<file path="config.mk">
export PLATFORM = sky130hd
export DESIGN_NAME = multi_countdown_timer_flat
export DESIGN_NICKNAME = d
export VERILOG_FILES = /design/src/rtl/multi_countdown_timer_pkg.sv /design/src/rtl/multi_countdown_timer_if.sv /design/src/rtl/multi_countdown_timer_bcd_hms_dec.sv /design/src/rtl/multi_countdown_timer.sv /design/src/flat_wrapper.sv
export SDC_FILE = /design/constraint.sdc
export NUM_CORES = 1
export LEC_CHECK = 0
export CELL_PAD_IN_SITES_DETAIL_PLACEMENT = 1
export CELL_PAD_IN_SITES_GLOBAL_PLACEMENT = 1
export CORE_MARGIN = 2
export CORE_UTILIZATION = 51
export DETAILED_ROUTE_END_ITERATION = 12
export PLACE_DENSITY_LB_ADDON = 0.1
export SLEW_MARGIN = 5
export SYNTH_ARGS = -nofsm -noshare
export SYNTH_HDL_FRONTEND = slang
export SYNTH_SLANG_ARGS = --single-unit
</file>
<file path="constraint.sdc">
create_clock -name clk -period 4.8 [get_ports clk]
set_input_delay 0.72 -clock clk [delete_from_list [all_inputs] [get_ports clk]]
set_output_delay 0.72 -clock clk [all_outputs]
set_load 0.03 [all_outputs]
</file>
<file path="src/rtl/multi_countdown_timer_pkg.sv">
// -----------------------------------------------------------------------------
// countdown_pkg
//   Shared types and helpers for the multi-channel BCD countdown timer.
//   - cmd_e      : command encoding on the command bus
//   - state_e    : per-channel timer state
//   - bcd_hms_t  : packed BCD hh:mm:ss count
//   - MAX_MIN_BCD, bcd_hms_valid() : range check applied to LOAD data
// -----------------------------------------------------------------------------
package countdown_pkg;

    typedef enum logic [1:0] {
        CMD_LOAD   = 2'b00,
        CMD_START  = 2'b01,
        CMD_PAUSE  = 2'b10,
        CMD_RELOAD = 2'b11
    } cmd_e;

    typedef enum logic [1:0] {
        ST_IDLE    = 2'b00,
        ST_RUN     = 2'b01,
        ST_PAUSED  = 2'b10,
        ST_RINGING = 2'b11
    } state_e;

    typedef struct packed {
        logic [7:0] hh;
        logic [7:0] mm;
        logic [7:0] ss;
    } bcd_hms_t;

    localparam logic [7:0] MAX_MIN_BCD = 8'h59;

    // Every nibble must be a decimal digit and minutes/seconds must not exceed 59.
    function automatic logic bcd_hms_valid(input bcd_hms_t t);
        return (t.hh[7:4] <= 4'd9) && (t.hh[3:0] <= 4'd9) &&
               (t.mm <= MAX_MIN_BCD) && (t.mm[3:0] <= 4'd9) &&
               (t.ss <= MAX_MIN_BCD) && (t.ss[3:0] <= 4'd9);
    endfunction

endpackage

</file>
<file path="src/rtl/multi_countdown_timer_if.sv">
// -----------------------------------------------------------------------------
// multi_countdown_timer_if
//   Command bus from the key/command decoder to the countdown timer.
//   cmd_valid         one-cycle command strobe
//   cmd[1:0]          00 LOAD, 01 START, 10 PAUSE, 11 RELOAD
//   cmd_ch[CH_W-1:0]  target channel
//   hour_in/minute_in/second_in  BCD load value (LOAD only)
//   cmd_err           one-cycle reject pulse, returned by the timer
//   Modports: master (command source), slave (timer).
// -----------------------------------------------------------------------------
interface multi_countdown_timer_if #(
    parameter int CH_W = 2
);
    logic            cmd_valid;
    logic [1:0]      cmd;
    logic [CH_W-1:0] cmd_ch;
    logic [7:0]      hour_in;
    logic [7:0]      minute_in;
    logic [7:0]      second_in;
    logic            cmd_err;

    modport master (
        output cmd_valid, cmd, cmd_ch, hour_in, minute_in, second_in,
        input  cmd_err
    );

    modport slave (
        input  cmd_valid, cmd, cmd_ch, hour_in, minute_in, second_in,
        output cmd_err
    );
endinterface

</file>
<file path="src/rtl/multi_countdown_timer_bcd_hms_dec.sv">
// -----------------------------------------------------------------------------
// bcd_hms_dec
//   Combinational BCD hh:mm:ss minus one with borrow ss -> mm -> hh.
//   val_i      BCD count in
//   dec_o      val_i - 1 second (val_i unchanged when it is already zero)
//   is_zero_o  val_i == 00:00:00
// -----------------------------------------------------------------------------
module bcd_hms_dec
    import countdown_pkg::*;
(
    input  bcd_hms_t val_i,
    output bcd_hms_t dec_o,
    output logic     is_zero_o
);

    // Decrement a two-digit BCD field; wrap_val is the field value after a borrow.
    function automatic logic [7:0] bcd_dec8(input logic [7:0] v, input logic [7:0] wrap_val);
        logic [7:0] r;
        if (v[3:0] != 4'd0) begin
            r = {v[7:4], v[3:0] - 4'd1};
        end else if (v[7:4] != 4'd0) begin
            r = {v[7:4] - 4'd1, 4'd9};
        end else begin
            r = wrap_val;
        end
        return r;
    endfunction

    logic ss_borrow;
    logic mm_borrow;

    always_comb begin
        ss_borrow = (val_i.ss == 8'h00);
        mm_borrow = ss_borrow && (val_i.mm == 8'h00);
        is_zero_o = mm_borrow && (val_i.hh == 8'h00);
        dec_o     = val_i;
        if (!is_zero_o) begin
            dec_o.ss = bcd_dec8(val_i.ss, MAX_MIN_BCD);
            if (ss_borrow) begin
                dec_o.mm = bcd_dec8(val_i.mm, MAX_MIN_BCD);
            end
            // hh is never zero here when a borrow reaches it, so no wrap occurs.
            if (mm_borrow) begin
                dec_o.hh = bcd_dec8(val_i.hh, 8'h00);
            end
        end
    end

endmodule

</file>
<file path="src/rtl/multi_countdown_timer.sv">
// -----------------------------------------------------------------------------
// multi_countdown_timer
//   NUM_CH independent BCD hh:mm:ss countdown timers sharing a 1 Hz tick.
//   Each channel keeps a count, a load backup, a run state and a ring flag.
//
//   Parameters: NUM_CH (1..16), CH_W (channel index width), RING_TICKS (1..255)
//   Ports:
//     clk, rst_n (async, active-low)
//     tick_1hz                  one-clk 1 Hz enable
//     cmd_bus (slave modport)   command bus, returns cmd_err pulse
//     rd_ch                     channel shown on hour/minute/second_out
//     hour_out/minute_out/second_out  registered BCD readout (0 if rd_ch out of range)
//     running[NUM_CH], ring[NUM_CH], ring_any
//
//   Build option: define COUNTDOWN_AUTO_RELOAD_EN to make an expiring channel reload
//   its backup and keep running, with ring pulsing for one tick period. A zero backup
//   still expires into RINGING.
// -----------------------------------------------------------------------------
module multi_countdown_timer
    import countdown_pkg::*;
#(
    parameter int NUM_CH     = 4,
    parameter int CH_W       = 2,
    parameter int RING_TICKS = 30
) (
    input  logic                  clk,
    input  logic                  rst_n,
    input  logic                  tick_1hz,
    multi_countdown_timer_if.slave cmd_bus,
    input  logic [CH_W-1:0]       rd_ch,
    output logic [7:0]            hour_out,
    output logic [7:0]            minute_out,
    output logic [7:0]            second_out,
    output logic [NUM_CH-1:0]     running,
    output logic [NUM_CH-1:0]     ring,
    output logic                  ring_any
);

    bcd_hms_t          count_q   [NUM_CH];
    bcd_hms_t          backup_q  [NUM_CH];
    state_e            state_q   [NUM_CH];
    logic [7:0]        ring_cnt_q[NUM_CH];
    logic [NUM_CH-1:0] running_q;
    logic [NUM_CH-1:0] ring_q;
    logic              cmd_err_q;
    bcd_hms_t          rd_q;

    bcd_hms_t          dec_d     [NUM_CH];
    logic [NUM_CH-1:0] zero_d;
    logic [NUM_CH-1:0] cmd_hit;
    logic              cmd_err_d;
    bcd_hms_t          rd_d;
    bcd_hms_t          load_val;
    logic              load_ok;
    cmd_e              cmd_op;

    assign cmd_op   = cmd_e'(cmd_bus.cmd);
    assign load_val = {cmd_bus.hour_in, cmd_bus.minute_in, cmd_bus.second_in};
    assign load_ok  = bcd_hms_valid(load_val);

    for (genvar g = 0; g < NUM_CH; g++) begin : g_ch
        // A command addressed to this channel also masks its tick this cycle.
        assign cmd_hit[g] = cmd_bus.cmd_valid && (cmd_bus.cmd_ch == CH_W'(g));

        bcd_hms_dec u_dec (
            .val_i     (count_q[g]),
            .dec_o     (dec_d[g]),
            .is_zero_o (zero_d[g])
        );
    end

    always_comb begin
        cmd_err_d = 1'b0;
        if (cmd_bus.cmd_valid) begin
            if (cmd_hit == '0) begin
                cmd_err_d = 1'b1;               // channel index beyond NUM_CH
            end else if ((cmd_op == CMD_LOAD) && !load_ok) begin
                cmd_err_d = 1'b1;
            end else if (cmd_op == CMD_START) begin
                for (int i = 0; i < NUM_CH; i++) begin
                    if (cmd_hit[i] && zero_d[i] &&
                        ((state_q[i] == ST_IDLE) || (state_q[i] == ST_PAUSED))) begin
                        cmd_err_d = 1'b1;
                    end
                end
            end
        end
    end

    always_comb begin
        rd_d = '0;
        for (int i = 0; i < NUM_CH; i++) begin
            if (rd_ch == CH_W'(i)) begin
                rd_d = count_q[i];
            end
        end
    end

    always_ff @(posedge clk or negedge rst_n) begin
        if (!rst_n) begin
            for (int i = 0; i < NUM_CH; i++) begin
                count_q[i]    <= '0;
                backup_q[i]   <= '0;
                state_q[i]    <= ST_IDLE;
                ring_cnt_q[i] <= '0;
            end
            running_q <= '0;
            ring_q    <= '0;
            cmd_err_q <= 1'b0;
            rd_q      <= '0;
        end else begin
            cmd_err_q <= cmd_err_d;
            rd_q      <= rd_d;
            for (int i = 0; i < NUM_CH; i++) begin
                if (cmd_hit[i]) begin
                    unique case (cmd_op)
                        CMD_LOAD: begin
                            if (load_ok) begin
                                count_q[i]    <= load_val;
                                backup_q[i]   <= load_val;
                                state_q[i]    <= ST_IDLE;
                                running_q[i]  <= 1'b0;
                                ring_q[i]     <= 1'b0;
                                ring_cnt_q[i] <= '0;
                            end
                        end
                        CMD_START: begin
                            case (state_q[i])
                                ST_IDLE, ST_PAUSED: begin
                                    if (!zero_d[i]) begin
                                        state_q[i]   <= ST_RUN;
                                        running_q[i] <= 1'b1;
                                    end
                                end
                                ST_RINGING: begin
                                    state_q[i]    <= ST_IDLE;
                                    ring_q[i]     <= 1'b0;
                                    ring_cnt_q[i] <= '0;
                                end
                                default: ;
                            endcase
                        end
                        CMD_PAUSE: begin
                            case (state_q[i])
                                ST_RUN: begin
                                    state_q[i]   <= ST_PAUSED;
                                    running_q[i] <= 1'b0;
                                    ring_q[i]    <= 1'b0;
                                end
                                ST_RINGING: begin
                                    state_q[i]    <= ST_IDLE;
                                    ring_q[i]     <= 1'b0;
                                    ring_cnt_q[i] <= '0;
                                end
                                default: ;
                            endcase
                        end
                        CMD_RELOAD: begin
                            count_q[i]    <= backup_q[i];
                            state_q[i]    <= ST_IDLE;
                            running_q[i]  <= 1'b0;
                            ring_q[i]     <= 1'b0;
                            ring_cnt_q[i] <= '0;
                        end
                    endcase
                end else if (tick_1hz) begin
                    case (state_q[i])
                        ST_RUN: begin
                            if (dec_d[i] == '0) begin
`ifdef COUNTDOWN_AUTO_RELOAD_EN
                                if (backup_q[i] != '0) begin
                                    count_q[i] <= backup_q[i];
                                    ring_q[i]  <= 1'b1;
                                end else begin
                                    count_q[i]    <= '0;
                                    state_q[i]    <= ST_RINGING;
                                    running_q[i]  <= 1'b0;
                                    ring_q[i]     <= 1'b1;
                                    ring_cnt_q[i] <= '0;
                                end
`else
                                count_q[i]    <= '0;
                                state_q[i]    <= ST_RINGING;
                                running_q[i]  <= 1'b0;
                                ring_q[i]     <= 1'b1;
                                ring_cnt_q[i] <= '0;
`endif
                            end else begin
                                count_q[i] <= dec_d[i];
`ifdef COUNTDOWN_AUTO_RELOAD_EN
                                ring_q[i]  <= 1'b0;   // reload pulse lasts one tick period
`endif
                            end
                        end
                        ST_RINGING: begin
                            if (ring_cnt_q[i] == 8'(RING_TICKS - 1)) begin
                                state_q[i]    <= ST_IDLE;
                                ring_q[i]     <= 1'b0;
                                ring_cnt_q[i] <= '0;
                            end else begin
                                ring_cnt_q[i] <= ring_cnt_q[i] + 8'd1;
                            end
                        end
                        default: ;
                    endcase
                end
            end
        end
    end

    assign hour_out        = rd_q.hh;
    assign minute_out      = rd_q.mm;
    assign second_out      = rd_q.ss;
    assign running         = running_q;
    assign ring            = ring_q;
    assign ring_any        = |ring_q;
    assign cmd_bus.cmd_err = cmd_err_q;

endmodule

</file>
<file path="src/flat_wrapper.sv">
// flat-port wrapper written by rule: the top's interface ports become plain ports
module multi_countdown_timer_flat import countdown_pkg::*;
#(
    parameter int NUM_CH     = 4,
    parameter int CH_W       = 2,
    parameter int RING_TICKS = 30
)
  (clk, rst_n, tick_1hz, rd_ch, hour_out, minute_out, second_out, running, ring, ring_any, cmd_bus_cmd_valid, cmd_bus_cmd, cmd_bus_cmd_ch, cmd_bus_hour_in, cmd_bus_minute_in, cmd_bus_second_in, cmd_bus_cmd_err);
  multi_countdown_timer_if #(.CH_W(CH_W)) cmd_bus_i ();
  input  logic clk;
  input  logic rst_n;
  input  logic tick_1hz;
  input  logic [CH_W-1:0] rd_ch;
  output logic [7:0] hour_out;
  output logic [7:0] minute_out;
  output logic [7:0] second_out;
  output logic [NUM_CH-1:0] running;
  output logic [NUM_CH-1:0] ring;
  output logic ring_any;
  input wire logic [$bits(cmd_bus_i.cmd_valid)-1:0] cmd_bus_cmd_valid;
  input wire logic [$bits(cmd_bus_i.cmd)-1:0] cmd_bus_cmd;
  input wire logic [$bits(cmd_bus_i.cmd_ch)-1:0] cmd_bus_cmd_ch;
  input wire logic [$bits(cmd_bus_i.hour_in)-1:0] cmd_bus_hour_in;
  input wire logic [$bits(cmd_bus_i.minute_in)-1:0] cmd_bus_minute_in;
  input wire logic [$bits(cmd_bus_i.second_in)-1:0] cmd_bus_second_in;
  output wire logic [$bits(cmd_bus_i.cmd_err)-1:0] cmd_bus_cmd_err;
  assign cmd_bus_i.cmd_valid = cmd_bus_cmd_valid;
  assign cmd_bus_i.cmd = cmd_bus_cmd;
  assign cmd_bus_i.cmd_ch = cmd_bus_cmd_ch;
  assign cmd_bus_i.hour_in = cmd_bus_hour_in;
  assign cmd_bus_i.minute_in = cmd_bus_minute_in;
  assign cmd_bus_i.second_in = cmd_bus_second_in;
  assign cmd_bus_cmd_err = cmd_bus_i.cmd_err;
  multi_countdown_timer #(.NUM_CH(NUM_CH), .CH_W(CH_W), .RING_TICKS(RING_TICKS)) u_core (.clk(clk), .rst_n(rst_n), .tick_1hz(tick_1hz), .cmd_bus(cmd_bus_i), .rd_ch(rd_ch), .hour_out(hour_out), .minute_out(minute_out), .second_out(second_out), .running(running), .ring(ring), .ring_any(ring_any));
endmodule
</file>
==> impl_metrics.py, run 1 <==
metrics = {
    "global_routing": {
        "track_usage": 0.377,
        "grt_max_degree": 119,
        "grt_pass1_vias": 13967,
        "antenna_found_initial": 5,
        "overflow": 0,
        "grt_pass1_wl_um": 87800,
    },
    "finish": {
        "finalInstanceArea_sq_mm": 0.0171,
        "drive_gt1_frac": 0.150,
        "fin_cells": 2056,
        "mostFrequentLayoutCell": "dfrtp_1",
        "area_delta_synth_final_pct": 14.5,
        "final_nets": 1694,
        "finalCoreUtilization": 0.594,
        "final_cell_mix": "dfrtp_1 (265), nand2_1 (172), a21oi_1 (148), o21ai_0 (136), nor2_1 (106)",
    },
    "clock_network": {
        "clock_sinks": 265,
        "cts_tree": "yes",
        "worstSkewPairLatency_ps": 580,
        "hold_buffers": 0,
        "clockBufferDepth": 3,
        "path_clk_slew_ps": 60,
        "htree_levels": 1,
        "cts_buffers": 30,
        "cts-resized-gates": 0,
        "cts_setup_buffers": 0,
        "root_buffer": "clkbuf_16",
    },
    "setup_path": {
        "crit_chain": "nor4_1 -> nand4b_1 -> nor3_2 -> o2111ai_1 -> o21ai_2 -> o21ai_2 -> o21ai_1 -> o31ai_1",
        "worstSetupEndpointType": "register",
        "critPathSlowestCell": "nor3_2",
        "cp.arrival_ps": 4110,
        "crit_path_start_kind": "register",
        "criticalPathCategory": "register to register",
        "cp_max_fo": 11,
        "crit_top_cell": "o21ai_2",
        "crit_required_ps": 5250,
        "cpPeakStageDelay_ps": 770,
    },
    "synth": {
        "ys_seq_elements": 265,
        "ys_top_cells_by_area": "dfrtp_1 (44%), mux2_2 (6.8%), a21oi_1 (5.0%)",
        "synth_fa_ha_area_frac": 0.0101,
        "ys_seq_area_frac": 0.445,
        "synth_top_area_frac": 0.445,
        "synth_xor_area_frac": 0.00353,
        "yosys.area_share.simple": 0.191,
        "syn_area_sq_mm": 0.0149,
        "synthMuxAreaShare": 0.109,
        "synth_edf_count": 0,
        "synth_cell_types": 86,
        "syn_nets": 1653,
        "synth_top_family_by_area": "compound AO/OA/AOI/OAI gates",
        "syn_inst": 1607,
        "synth_top_cell_by_area": "dfrtp_1",
        "yosys_most_used_dff": "dfrtp_1",
        "synth-compound-area-share": 0.205,
        "ys_warn_count": 0,
        "synthArstFlopShare": 1.00,
        "synth.avg_cell_area_sq_um": 9.27,
    },
    "timing": {
        "max_slew_margin": 0.205,
        "worst_pin_slew_ps": 1190,
        "clock_skew_ps": 14.5,
        "period_share": 0.762,
        "fmax_ghz": 0.273,
        "layout_setup_ws_ps": 1140,
        "tns_ps": 0,
        "finalSetupViolations": 0,
        "period_needed_ps": 3660,
        "rsz0062_at_grt": "no",
        "fin_hold_ws_ps": 183,
        "hold_viol_final": 0,
        "slew_viol_final": 0,
    },
    "floorplan": {
        "die_area_sq_mm": 0.0306,
        "die_h_um": 175,
        "coreArea_sq_mm": 0.0287,
        "start_util": 0.519,
        "rows": 62,
        "dieWidth_um": 175,
        "io_pins": 68,
    },
    "detailed_routing": {
        "drtIter0Drc": 1506,
        "drt_wl_total_um": 57200,
        "vias": 13868,
        "first_pass_iters": 5,
        "drc": 0,
        "wire_per_inst_um": 27.8,
        "drtAntennaViolNets": 0,
        "viasPerCell": 6.75,
    },
    "flow_run": {
        "maxCapViolCount": 0,
    },
    "min_path": {
        "hold_path.class": "input port to async pin",
    },
    "power_and_ir_drop": {
        "total_power_mw": 8.45,
        "powerDensity_mw_per_mm2": 495,
        "ir_drop_mv": 0.307,
        "p_leak_nw": 7.00,
    },
    "placed_design": {
        "detailed_place_hpwl_um": 41700,
        "place_congestion": 1.04,
        "dp_slack_ps": 1010,
        "place_area_sq_mm": 0.0160,
        "post-place-cells": 2000,
        "portBuffers": 67,
    },
    "outcome": {
        "status": "finished, final reports clean",
    },
}
-- synthesized netlist by cell type, types with 5 or more instances --
cell,instances
a211o_1,5
nor4_2,7
xnor2_1,5
o21ai_0,137
nor3b_1,5
and3_1,11
nand3b_1,7
nor3_1,47
nor4_1,29
nand2b_1,32
a21boi_0,12
o22ai_1,26
nand3_1,48
o21ai_1,28
o211ai_1,9
a22o_1,17
inv_1,42
or4_1,5
a21oi_1,149
and2_1,5
nand2_1,172
mux2i_1,7
a31oi_1,39
nor2b_1,27
mux4_2,24
dfrtp_1,265
clkbuf_1,85
nor2_1,111
or2_2,7
or3_1,10
a211oi_1,13
buf_2,7
ha_1,12
o31ai_1,15
mux2_2,90
nand4_1,11
-- worst paths after layout --
path / startpoint / depth (start not counted) / slack [ps] / end
setup reg to reg: u_core.count_q[26] / 8 / 1140 / u_core.ring_cnt_q[11]
hold reg to reg: u_core.ring_cnt_q[4] / 1 / 500 / u_core.ring_cnt_q[4]
max in group asynchronous: rst_n / 2 / 3590 / u_core.backup_q[10]
hold / removal: rst_n / 1 / 180 / u_core.ring_cnt_q[12]
setup / recovery: u_core.count_q[26] / 8 / 1140 / u_core.ring_cnt_q[11]
min in group clk: u_core.ring_cnt_q[4] / 1 / 500 / u_core.ring_cnt_q[4]
-- logic make-up after synthesis --
kind of cell               count (synthesis)
AOI/OAI and AO/OA                        505
muxes                                    121
buffers and inverters                    139
xor gates and xnor gates                   6
DFF                                      265
adders and majority gates                 12
and+or+nand+nor                          559
-- report_power, final --
part           internal (mW)  total, mW  switching [mW]
clock network           1.43       2.40           0.969
logic                  0.985       2.40            1.42
registers               2.72       3.64           0.918
total                   5.14       8.45            3.30
-- registers in the layout (all words and copies together), names as in the netlist --
register / flops
u_core.backup_q: 96
u_core.count_q: 96
u_core.ring_cnt_q: 32
u_core.hour_out: 8
u_core.minute_out: 8
u_core.second_out: 8
u_core.state_q: 8
u_core.ring: 4
u_core.running: 4
u_core.cmd_bus.cmd_err: 1
-- layout make-up --
type                            count  area, sq um
Antenna cell                        2         5.00
Tap cell                          384          480
Multi-Input combinational cell   1203         7770
Timing Repair Buffer              105          981
Fill cell                        3185        11600
Inverter                           43          161
Clock inverter                      6         91.3
Sequential cell                   265         6630
Clock buffer                       48          938
-- critical path: cells and delay by family, from the launching register on --
kind	cells	cell delay (ps)
AND/OR/NAND/NOR	3	1670
AO/OA/AOI/OAI	5	1330
flip-flops	1	530
-- metal layers --
| metal | global-route usage | part of all wire |
|---|---|---|
| met1 | 0.507 | 0.40 |
| met2 | 0.583 | 0.45 |
| met3 | 0.0757 | 0.088 |
| met4 | 0.191 | 0.062 |
| met5 | 0 | 0.00080 |
No activity file was read; power rests on OpenSTA's default activity.
==> run 2: changes to the inputs <==
--- a/config.mk
+++ b/config.mk
@@ -8,7 +8,7 @@
 export CELL_PAD_IN_SITES_DETAIL_PLACEMENT = 1
 export CELL_PAD_IN_SITES_GLOBAL_PLACEMENT = 1
 export CORE_MARGIN = 2
-export CORE_UTILIZATION = 51
+export CORE_UTILIZATION = 48
 export DETAILED_ROUTE_END_ITERATION = 12
 export PLACE_DENSITY_LB_ADDON = 0.1
 export SLEW_MARGIN = 5
==> constraint.sdc (replaced) <==
create_clock -name clk -period 3.7 [get_ports clk]
set_input_delay 0.555 -clock clk [delete_from_list [all_inputs] [get_ports clk]]
set_output_delay 0.555 -clock clk [all_outputs]
set_load 0.03 [all_outputs]
==> run 2 against run 1 <==
Against the previous run:
- maximum frequency rose by 11%
- non-clock buffer count up 38
- routed wire length is 0.58% higher
- largest power group unchanged
==> impl_metrics.py, run 2 (synthesis gave the netlist of run 1 again) <==
metrics = {
    "finish": {
        "finalInstanceArea_sq_mm": 0.0173,
        "fin_cells": 2103,
        "drive_gt1_frac": 0.164,
        "final_nets": 1733,
        "reg_top3": "u_core.backup_q (96), u_core.count_q (96), u_core.ring_cnt_q (32)",
        "multi_input_area_sq_mm": 0.00777,
        "finalCoreUtilization": 0.565,
        "area_delta_synth_final_pct": 15.9,
        "mostFrequentLayoutCell": "dfrtp_1",
        "seq_area_sq_mm": 0.00663,
        "fillers": 3441,
        "final_cell_mix": "dfrtp_1 (265), nand2_1 (172), a21oi_1 (148), o21ai_0 (136), nor2_1 (106)",
    },
    "global_routing": {
        "antenna_found_initial": 4,
        "grt_pass1_wl_um": 88200,
        "track_usage": 0.351,
        "grt_max_degree": 84,
        "overflow": 0,
        "grt_pass1_vias": 14127,
    },
    "detailed_routing": {
        "drtIter0Drc": 1363,
        "first_pass_iters": 5,
        "vias": 13948,
        "drtAntennaViolNets": 0,
        "wire_per_inst_um": 27.3,
        "viasPerCell": 6.63,
        "drc": 0,
        "drt_wl_total_um": 57500,
    },
    "setup_path": {
        "criticalPathCategory": "register to register",
        "cp.arrival_ps": 3750,
        "crit_path_start_kind": "register",
        "crit_family": "simple AND/OR/NAND/NOR gates",
        "crit_required_ps": 4140,
        "critPathSlowestCell": "dfrtp_1",
        "cp_max_fo": 10,
        "cpPeakStageDelay_ps": 510,
        "worstSetupEndpointType": "register",
        "crit_chain": "nor4_1 -> nand4b_1 -> nor3_1 -> mux2_2 -> o21ai_2 -> o21ai_2 -> o21ai_1 -> o31ai_1",
        "crit_buf_inv": 0,
        "crit_top_cell": "o21ai_2",
    },
    "clock_network": {
        "cts_buffers": 31,
        "worstSkewPairLatency_ps": 600,
        "cts_setup_buffers": 0,
        "root_buffer": "clkbuf_16",
        "clockBufferDepth": 3,
        "htree_levels": 1,
        "cts-resized-gates": 0,
        "cts_tree": "yes",
        "clock_sinks": 265,
        "path_clk_slew_ps": 60,
        "hold_buffers": 1,
    },
    "floorplan": {
        "dieWidth_um": 180,
        "io_pins": 68,
        "start_util": 0.487,
        "die_area_sq_mm": 0.0325,
        "coreArea_sq_mm": 0.0306,
        "rows": 64,
        "die_h_um": 180,
    },
    "timing": {
        "max_slew_margin": 0.452,
        "fmax_ghz": 0.302,
        "rsz0062_at_grt": "no",
        "clock_skew_ps": 39.7,
        "layout_setup_ws_ps": 391,
        "fin_hold_ws_ps": 488,
        "hold_viol_final": 0,
        "period_needed_ps": 3310,
        "tns_ps": 0,
        "period_share": 0.894,
        "worst_pin_slew_ps": 822,
        "slew_viol_final": 0,
        "finalSetupViolations": 0,
    },
    "placed_design": {
        "post-place-cells": 2049,
        "dp_slack_ps": 122,
        "place_area_sq_mm": 0.0163,
        "place_congestion": 0.996,
        "portBuffers": 67,
        "detailed_place_hpwl_um": 42900,
    },
    "power_and_ir_drop": {
        "powerDensity_mw_per_mm2": 623,
        "p_leak_nw": 7.14,
        "ir_drop_mv": 0.394,
        "total_power_mw": 10.8,
    },
    "flow_run": {
        "maxCapViolCount": 0,
    },
    "outcome": {
        "status": "finished, final reports clean",
    },
    "min_path": {
        "hold_path.class": "input port to async pin",
    },
}
run 2: cell types whose count changed in the layout (fill, tap and decap cells not counted), moves of 2 or more:
cell,delta
bufinv_16,-2
clkbuf_1,+4
clkbuf_8,-6
buf_4,+36
run 2: final cells by class:
type,instances,share of cell area
Multi-Input combinational cell,1203,0.450
Sequential cell,265,0.384
Timing Repair Buffer,143,0.0741
Clock buffer,47,0.0518
Tap cell,396,0.0287
Inverter,43,0.00934
Clock inverter,4,0.00203
Antenna cell,2,0.000290
run 2: per-layer routing:
metal | GRT usage | vias up | routed length (um)
li1 | - | 6079 | -
met1 | 0.473 | 7076 | 24000
met2 | 0.549 | 633 | 26000
met3 | 0.0689 | 158 | 4360
met4 | 0.160 | 2 | 3170
met5 | 0 | - | 13
run 2: path summary, 6_finish.rpt:
check                              startpoint               endpoint  slack (ps)  cells past startpoint
max                        u_core.count_q[26]  u_core.ring_cnt_q[11]         390                      8
min                                     rst_n     u_core.hour_out[4]         490                      2
max reg2reg                u_core.count_q[26]  u_core.ring_cnt_q[11]         390                      8
min reg2reg                 u_core.running[3]      u_core.running[3]         490                      2
max in group asynchronous               rst_n  u_core.ring_cnt_q[21]        2180                      3
min in group clk            u_core.running[3]      u_core.running[3]         490                      2
run 2: power by group:
part	leakage (nW)	internal (mW)	switching, mW	total [mW]
registers	3.45	3.54	1.16	4.69
logic	3.23	1.32	1.87	3.19
clock network	0.458	1.65	1.24	2.89
